File: src/rtl/sync_fifo_param.sv
// -----------------------------------------------------------------------------
// sync_fifo_param
// Parametrised single-clock FIFO with occupancy count, programmable
// almost-full / almost-empty thresholds and sticky overflow / underflow flags.
//
// Optional build macro: SYNC_FIFO_FWFT_EN
//   undefined : standard read mode. rdata is registered on the accepting
//               edge, and rvalid is a one-cycle pulse aligned with it.
//   defined   : first-word-fall-through mode. rdata shows the head entry
//               whenever the FIFO is not empty, and rvalid = !empty.
//
// Pointers are ADDR_W+1 bits wide. The extra MSB distinguishes full from
// empty when the address bits are equal.
// -----------------------------------------------------------------------------
module sync_fifo_param #(
  parameter int DATA_WIDTH = 8,
  parameter int DEPTH      = 8,
  parameter int AF_LEVEL   = DEPTH - 2,
  parameter int AE_LEVEL   = 2
) (
  input  logic                    clk,
  input  logic                    rst,
  input  logic                    wr_en,
  input  logic [DATA_WIDTH-1:0]   wdata,
  input  logic                    rd_en,
  output logic [DATA_WIDTH-1:0]   rdata,
  output logic                    rvalid,
  output logic                    full,
  output logic                    empty,
  output logic                    almost_full,
  output logic                    almost_empty,
  output logic [$clog2(DEPTH):0]  count,
  output logic                    overflow,
  output logic                    underflow
);

  localparam int ADDR_W = $clog2(DEPTH);
  localparam int PTR_W  = ADDR_W + 1;

  localparam logic [PTR_W-1:0] PTR_ONE   = PTR_W'(1);
  localparam logic [PTR_W-1:0] AF_THRESH = PTR_W'(AF_LEVEL);
  localparam logic [PTR_W-1:0] AE_THRESH = PTR_W'(AE_LEVEL);

  // Storage and pointer state
  logic [DATA_WIDTH-1:0] mem_q [DEPTH];
  logic [PTR_W-1:0]      wr_ptr_q;
  logic [PTR_W-1:0]      wr_ptr_d;
  logic [PTR_W-1:0]      rd_ptr_q;
  logic [PTR_W-1:0]      rd_ptr_d;
  logic                  overflow_q;
  logic                  overflow_d;
  logic                  underflow_q;
  logic                  underflow_d;

  // Decoded status, all taken from registered pointers only
  logic [ADDR_W-1:0]     wr_addr_s;
  logic [ADDR_W-1:0]     rd_addr_s;
  logic [PTR_W-1:0]      count_s;
  logic                  full_s;
  logic                  empty_s;
  logic                  wr_acc_s;
  logic                  rd_acc_s;

  assign wr_addr_s = wr_ptr_q[ADDR_W-1:0];
  assign rd_addr_s = rd_ptr_q[ADDR_W-1:0];

  // Status decode from the registered pointers. The count subtraction wraps
  // modulo 2^PTR_W, which gives the occupancy across any number of wraps.
  always_comb begin
    count_s = wr_ptr_q - rd_ptr_q;
    empty_s = (wr_ptr_q == rd_ptr_q);
    full_s  = (wr_ptr_q[ADDR_W] != rd_ptr_q[ADDR_W]) && (wr_addr_s == rd_addr_s);
  end

  // Accept decisions use the flags sampled before the edge. On a full FIFO a
  // concurrent read is accepted and the write is dropped. On an empty FIFO
  // the write is accepted and the read is dropped.
  always_comb begin
    wr_acc_s = wr_en && !full_s;
    rd_acc_s = rd_en && !empty_s;
  end

  // Next-state for the pointers and the sticky error flags
  always_comb begin
    wr_ptr_d    = wr_ptr_q;
    rd_ptr_d    = rd_ptr_q;
    overflow_d  = overflow_q;
    underflow_d = underflow_q;
    if (wr_acc_s) begin
      wr_ptr_d = wr_ptr_q + PTR_ONE;
    end else begin
      wr_ptr_d = wr_ptr_q;
    end
    if (rd_acc_s) begin
      rd_ptr_d = rd_ptr_q + PTR_ONE;
    end else begin
      rd_ptr_d = rd_ptr_q;
    end
    if (wr_en && full_s) begin
      overflow_d = 1'b1;
    end else begin
      overflow_d = overflow_q;
    end
    if (rd_en && empty_s) begin
      underflow_d = 1'b1;
    end else begin
      underflow_d = underflow_q;
    end
  end

  // Pointer and error-flag registers. Reset takes priority over all requests.
  always_ff @(posedge clk) begin
    if (rst) begin
      wr_ptr_q    <= {PTR_W{1'b0}};
      rd_ptr_q    <= {PTR_W{1'b0}};
      overflow_q  <= 1'b0;
      underflow_q <= 1'b0;
    end else begin
      wr_ptr_q    <= wr_ptr_d;
      rd_ptr_q    <= rd_ptr_d;
      overflow_q  <= overflow_d;
      underflow_q <= underflow_d;
    end
  end

  // Storage array. It is not reset; only accepted writes land. The write is
  // gated by rst, so a write presented during reset is discarded.
  always_ff @(posedge clk) begin
    if (!rst && wr_acc_s) begin
      mem_q[wr_addr_s] <= wdata;
    end
  end

`ifdef SYNC_FIFO_FWFT_EN
  // First-word-fall-through mode
  logic [DATA_WIDTH-1:0] rdata_s;

  // Present the head entry whenever data is stored, otherwise zero
  always_comb begin
    if (empty_s) begin
      rdata_s = {DATA_WIDTH{1'b0}};
    end else begin
      rdata_s = mem_q[rd_addr_s];
    end
  end

  assign rdata  = rdata_s;
  assign rvalid = !empty_s;
`else
  // Standard read mode: registered read data and a one-cycle valid pulse
  logic [DATA_WIDTH-1:0] rdata_q;
  logic [DATA_WIDTH-1:0] rdata_d;
  logic                  rvalid_q;
  logic                  rvalid_d;

  // Capture the head entry on an accepted read; otherwise hold the last word
  always_comb begin
    if (rd_acc_s) begin
      rdata_d  = mem_q[rd_addr_s];
      rvalid_d = 1'b1;
    end else begin
      rdata_d  = rdata_q;
      rvalid_d = 1'b0;
    end
  end

  // Read-data and valid registers
  always_ff @(posedge clk) begin
    if (rst) begin
      rdata_q  <= {DATA_WIDTH{1'b0}};
      rvalid_q <= 1'b0;
    end else begin
      rdata_q  <= rdata_d;
      rvalid_q <= rvalid_d;
    end
  end

  assign rdata  = rdata_q;
  assign rvalid = rvalid_q;
`endif

  // Output status. All of it is derived from registered state.
  assign count        = count_s;
  assign full         = full_s;
  assign empty        = empty_s;
  assign almost_full  = (count_s >= AF_THRESH);
  assign almost_empty = (count_s <= AE_THRESH);
  assign overflow     = overflow_q;
  assign underflow    = underflow_q;

endmodule

File: config.mk
export PLATFORM = sky130hd
export DESIGN_NAME = sync_fifo_param
export DESIGN_NICKNAME = d
export VERILOG_FILES = /design/src/rtl/sync_fifo_param.sv
export SDC_FILE = /design/constraint.sdc
export NUM_CORES = 1
export LEC_CHECK = 0
export ABC_AREA = 1
export CORE_ASPECT_RATIO = 0.6
export CORE_MARGIN = 2
export CORE_UTILIZATION = 64
export CTS_BUF_LIST = sky130_fd_sc_hd__clkbuf_8
export CTS_CLUSTER_DIAMETER = 60
export DETAILED_ROUTE_END_ITERATION = 12
export HOLD_SLACK_MARGIN = 0.05
export PLACE_DENSITY = 0.94
export SYNTH_ARGS = -nofsm -noshare
export SYNTH_HDL_FRONTEND = slang
export SYNTH_SLANG_ARGS = --single-unit
File: constraint.sdc
create_clock -name clk -period 5.7 [get_ports clk]
set_clock_uncertainty 0.15 [all_clocks]
set_input_delay 0.57 -clock clk [delete_from_list [all_inputs] [get_ports clk]]
set_output_delay 0.57 -clock clk [all_outputs]
set_load 0.05 [all_outputs]
### Word level (Yosys, flattened, before mapping)

Memory sizes are Yosys's and may differ from the RTL's. A register that Yosys moved wholly into a read port is not among the register bits.
Index checks and enable logic that the tools add are counted.

* bitwise gates (word level): 0
* div/mod/pow operators: 0
* multiply operators: 0
* shift-type cells: 0
* add/subtract/negate cells: 3
* mux-type cells: 3
* order comparisons: 2
* reductions and logical operators: 9
* equal/unequal tests: 3

Operators with widths (number)
* adder 4 x 1 -> 4 bit, second input constant: 2
* logical AND 1 bit: 6
* equality test 4 bit: 1
* greater-or-equal comparator 4 x 3 -> 1 bit, second input constant: 1
* less-or-equal comparator 4 x 2 -> 1 bit, second input constant: 1
* subtractor 4 bit: 1
* equality test 3 bit: 1
* logical NOT 1 bit: 3
* two-way mux 1 bit: 3
* inequality test 1 bit: 1

* ROM bits: 0
* bits in writable memories: 64
* flip-flop bits (word level): 11
* memories: 1
* bits of input ports: 12
* output and inout bits: 19
* latch bits: 0

Memory list
* mem_q: depth 8, width 8, read ports 1, clocked after Yosys merged registers in 1, wr ports 1, RTL line 45 `logic [DATA_WIDTH-1:0] mem_q [DEPTH];`

### Logic depth before layout (Yosys ltp)

* depth after elaboration: 7
* mapped depth: 11

### Least setup slack after synthesis

OpenSTA, ideal clock, no wires.

* kind: flip-flop to output port
* from: register rd_ptr_q[1]
* to: output port almost_empty
* data arrival time: 2493 ps
* buffers on the path: 2
* slack: 2487 ps
* stages on the path, launching flop included: 10
* path through: dfxtp_1 -> buf_2 -> inv_2 -> buf_4 -> ha_1 -> nand2_1 -> o21ai_0 -> or2_1 -> nand2_1 -> nor2_1

* word-level cells in the longest chain between the ends: 2

Ends and longest elaborated chain
* start: declaration: RTL line 48 `logic [PTR_W-1:0] rd_ptr_q;`
* start signal: assignment: RTL line 115 `rd_ptr_q <= {PTR_W{1'b0}};`
* start signal: assignment: RTL line 120 `rd_ptr_q <= rd_ptr_d;`
* subtractor 4 bit: RTL line 70 `count_s = wr_ptr_q - rd_ptr_q;`
* net count[3]: RTL line 32 `output logic [$clog2(DEPTH):0] count,`
* less-or-equal comparator 4 x 2 -> 1 bit: RTL line 187 `assign almost_empty = (count_s <= AE_THRESH);`
* end: declaration: RTL line 31 `output logic almost_empty,`

The timed path passes the listed nets, and every way through them passes these cells.

### Worst setup path after layout

* from: register rd_ptr_q[2]
* to: output port almost_full

* word-level cells in the longest chain between the ends: 2

Ends and longest elaborated chain
* subtractor 4 bit: RTL line 70
* greater-or-equal comparator 4 x 3 -> 1 bit: RTL line 186 `assign almost_full = (count_s >= AF_THRESH);`
* end: declaration: RTL line 30 `output logic almost_full,`

No other way between the ends.

==> flow_summary.yaml <==
drt:
  vias: 2738
  top_layer: "met4"
  first_pass_iters: 5
  wl_per_cell_microns: 16.83
  first_iter_violations: 275
  avgViaCountPerCell: 5.520
  drc: 0
  drt.antenna.violating_nets: 0
  wl_met1_microns: 3390
  wl_met3_microns: 869
  wl_microns: 8349
  wl_met2_microns: 3880
yosys:
  synth_fp_nets: 397
  async_flop_share_pct: 0
  synth_top_area_share_pct: 51.46
  ys_types: 28
  synth.largest_area_cell: "edfxtp_1"
  synth_edf_count: 64
  ys_warn_count: 0
  synth.ff_latch_count: 83
  synth-main-ff-cell: "edfxtp_1"
  syn_area_per_cell_sq_um: 9.854
  syn_inst: 379
  yosys-top-cells-area: "edfxtp_1, nand2_1, dfxtp_1"
  ys_top_cells_by_count: "nand2_1, edfxtp_1, inv_1, nand3_1, dfxtp_1"
  synth_area_sq_um: 3735
  ys_seq_area_share_pct: 61.64
  synth.most_common_cell: "nand2_1"
place:
  placed_area_sq_um: 4075
  io_buffers: 30
  gp_congestion: 0.8343
  place_hpwl_microns: 5428
timing:
  slew_violations: 0
  timing.setup.tns_ns: 0
  finalSetupViolCount: 0
  tightest_slew_ns: 1.048
  grt_setup_unrepaired: "no"
  fin_crit_ns: 4.203
  fin_crit_sh_pct: 73.74
  slew_headroom_pct: 29.84
  hold_viol_final: 0
  fmax_ghz: 0.2379
power:
  switching_share_pct: 32.96
  intPower_mw: 1.051
  p_sw_mw: 0.5167
  powerDensity_nw_per_um2: 364.7
  p_leak_nw: 1.794
  p_clk_share_pct: 29.4
  ir_drop_v: 0.0002107
  p_seq_share_pct: 44.3
  p_comb_share_pct: 26.2
floorplan:
  num_rows: 21
  dieWidth_microns: 102.6
  core_area_sq_um: 5597
  die_h_microns: 63.18
  io_pins: 31
  dieArea_sq_um: 6483
  start_util_pct: 66.73
setup_path:
  rrSetupSlack_ns: 2.28
  crit_path_end_kind: "output pin"
  cpPeakStageDelay_ns: 0.85
  worst_path_max_delay_cell: "clkdlybuf4s50_1"
  rr_endpoint: "mem_q[4][2]"
  cp_cell_sequence: "clkinv_1, ha_1, a21oi_1, o21ai_0, or2_1, o211ai_1, clkdlybuf4s50_1"
  worstPathArrival_ns: 3.48
  startpoint: "rd_ptr_q[2]"
  startpoint_type: "flip-flop"
  crit_required_ns: 4.98
  critPathMaxFanout: 12
  cp-endpoint: "almost_full"
  rr_startpoint: "rd_ptr_q[2]"
  crit_type: "reg -> out"
  worstRegToRegCells: 7
final_layout:
  num_antenna_cells: 0
  fin_nets: 429
  fin_area_sq_um: 4298
  drive_gt1_share_pct: 10.82
  fillers: 368
  syn_to_final_growth_pct: 15.08
flow_run:
  drv_cap: 0
clocking:
  cts_tree: "yes"
  htreeDepth: 3
  postCtsHoldBufs: 0
  clkTransAtPathRegs_ns: 0.09
  cts-buffers-inserted: 9
  post_cts_buffers: 0
  cts_resized: 0
  cts_sinks: 83
  clk_latency_ns: 0.35
  clockRootBuffer: "clkbuf_8"
  cts_max_path_buffers: 2
grt:
  grt_max_degree: 37
  overflow: 0
  grt_pass1_wl_microns: 13400
  grt_pass1_vias: 2659
  antenna_found_initial: 0
  grt_use_total_pct: 28.82
hold_path:
  hp-class: "reg -> reg"
outcome:
  status: "completed"
-- metal layers --
layer,vias to the layer above,track usage (%)
li1,1282,-
met1,1263,39.28
met2,170,43.30
met3,23,8.657
met4,0,12.00
met5,-,0
-- logic make-up after synthesis --
logic type,count (synthesis),share of synthesized area (%)
buffers and inverters,82,9.581
AO/OA/AOI/OAI,26,4.355
adder cells (fa/ha/maj),6,2.211
AND/OR/NAND/NOR,178,21.27
flip-flops,83,61.64
XOR/XNOR,4,0.9379
-- layout by cell type, fill, tap and decap left out --
cell type        synthesis  layout
nand2_4                  1       1
o211ai_1                 1       1
nor2_1                   9       9
ha_1                     5       5
clkbuf_8                 0       9
nand3_2                  2       2
inv_4                    0       2
nand2_2                  8       8
nand3_1                 51      51
xor2_1                   4       4
o21ai_2                  1       1
edfxtp_1                64      64
inv_2                    3       3
o21ai_0                  6       6
nand2_8                  1       1
nor3_1                   3       3
buf_4                    3       5
inv_1                   62      62
or2_1                    1       1
inv_6                    1       2
bufinv_16                0       2
a21oi_2                  7       7
clkinv_4                 0       2
dfxtp_1                 19      19
a21oi_1                 11      11
nand2_1                102     102
clkinv_1                 2       2
fa_1                     1       1
clkdlybuf4s50_1          0      30
-- sequential cells by signal (all words and copies together) (netlist names) --
register	cells
mem_q	64
overflow	1
rd_ptr_q	4
rdata	8
rvalid	1
underflow	1
wr_ptr_q	4
-- metrics by stage --
step / util, % / hold slack (ns) / instances / power [mW] / worst slack, ns
floorplan: - / 0.3070 / 379 / 1.005 / 2.487
global placement: 72.81 / 0.2863 / 480 / 1.099 / 2.174
detailed placement: 72.81 / 0.2967 / 480 / 1.112 / 1.998
CTS: 76.79 / 0.3180 / 496 / 1.571 / 1.581
global route: 76.79 / 0.3271 / 496 / 1.633 / 1.393
finish: 76.79 / 0.3185 / 496 / 1.567 / 1.497
-- power groups by stage --
stage	Sequential (mW)	Clock [mW]	Combinational [mW]
6_report	0.695	0.461	0.411
5_1_grt	0.697	0.496	0.440
4_1_cts	0.694	0.469	0.407
3_5_place_dp	0.708	0	0.404
3_3_place_gp	0.706	0	0.393
2_1_floorplan	0.739	0	0.266
-- cell type report --
class                      count  area, sq um  share of cell area (%)
sequential                    83         2302                   53.57
timing repair buffer          35        337.8                   7.860
clock buffer                   9        123.9                   2.882
inverter                      68        260.3                   6.055
multi-input combinational    214         1075                   25.01
tap                           80        100.1                   2.329
clock inverter                 7        98.84                   2.300
-- how the worst min path moves through the flow --
stage / cells past startpoint / endpoint / startpoint
after global routing: 2 / underflow / underflow
after global placement: 2 / underflow / underflow
after floorplan: 2 / rd_ptr_q[3] / rd_ptr_q[3]
final: 2 / underflow / underflow
after CTS: 2 / underflow / underflow
after detailed placement: 2 / overflow / overflow
-- critical path, delay by kind of cell (launching register included) --
kind	cells	cell delay [ns]
fa+ha+maj	1	0.48
compound gates	3	0.41
simple gates	1	0.26
flops	1	0.67
buf+inv	2	1.30
(Power assumes the default switching activity.)
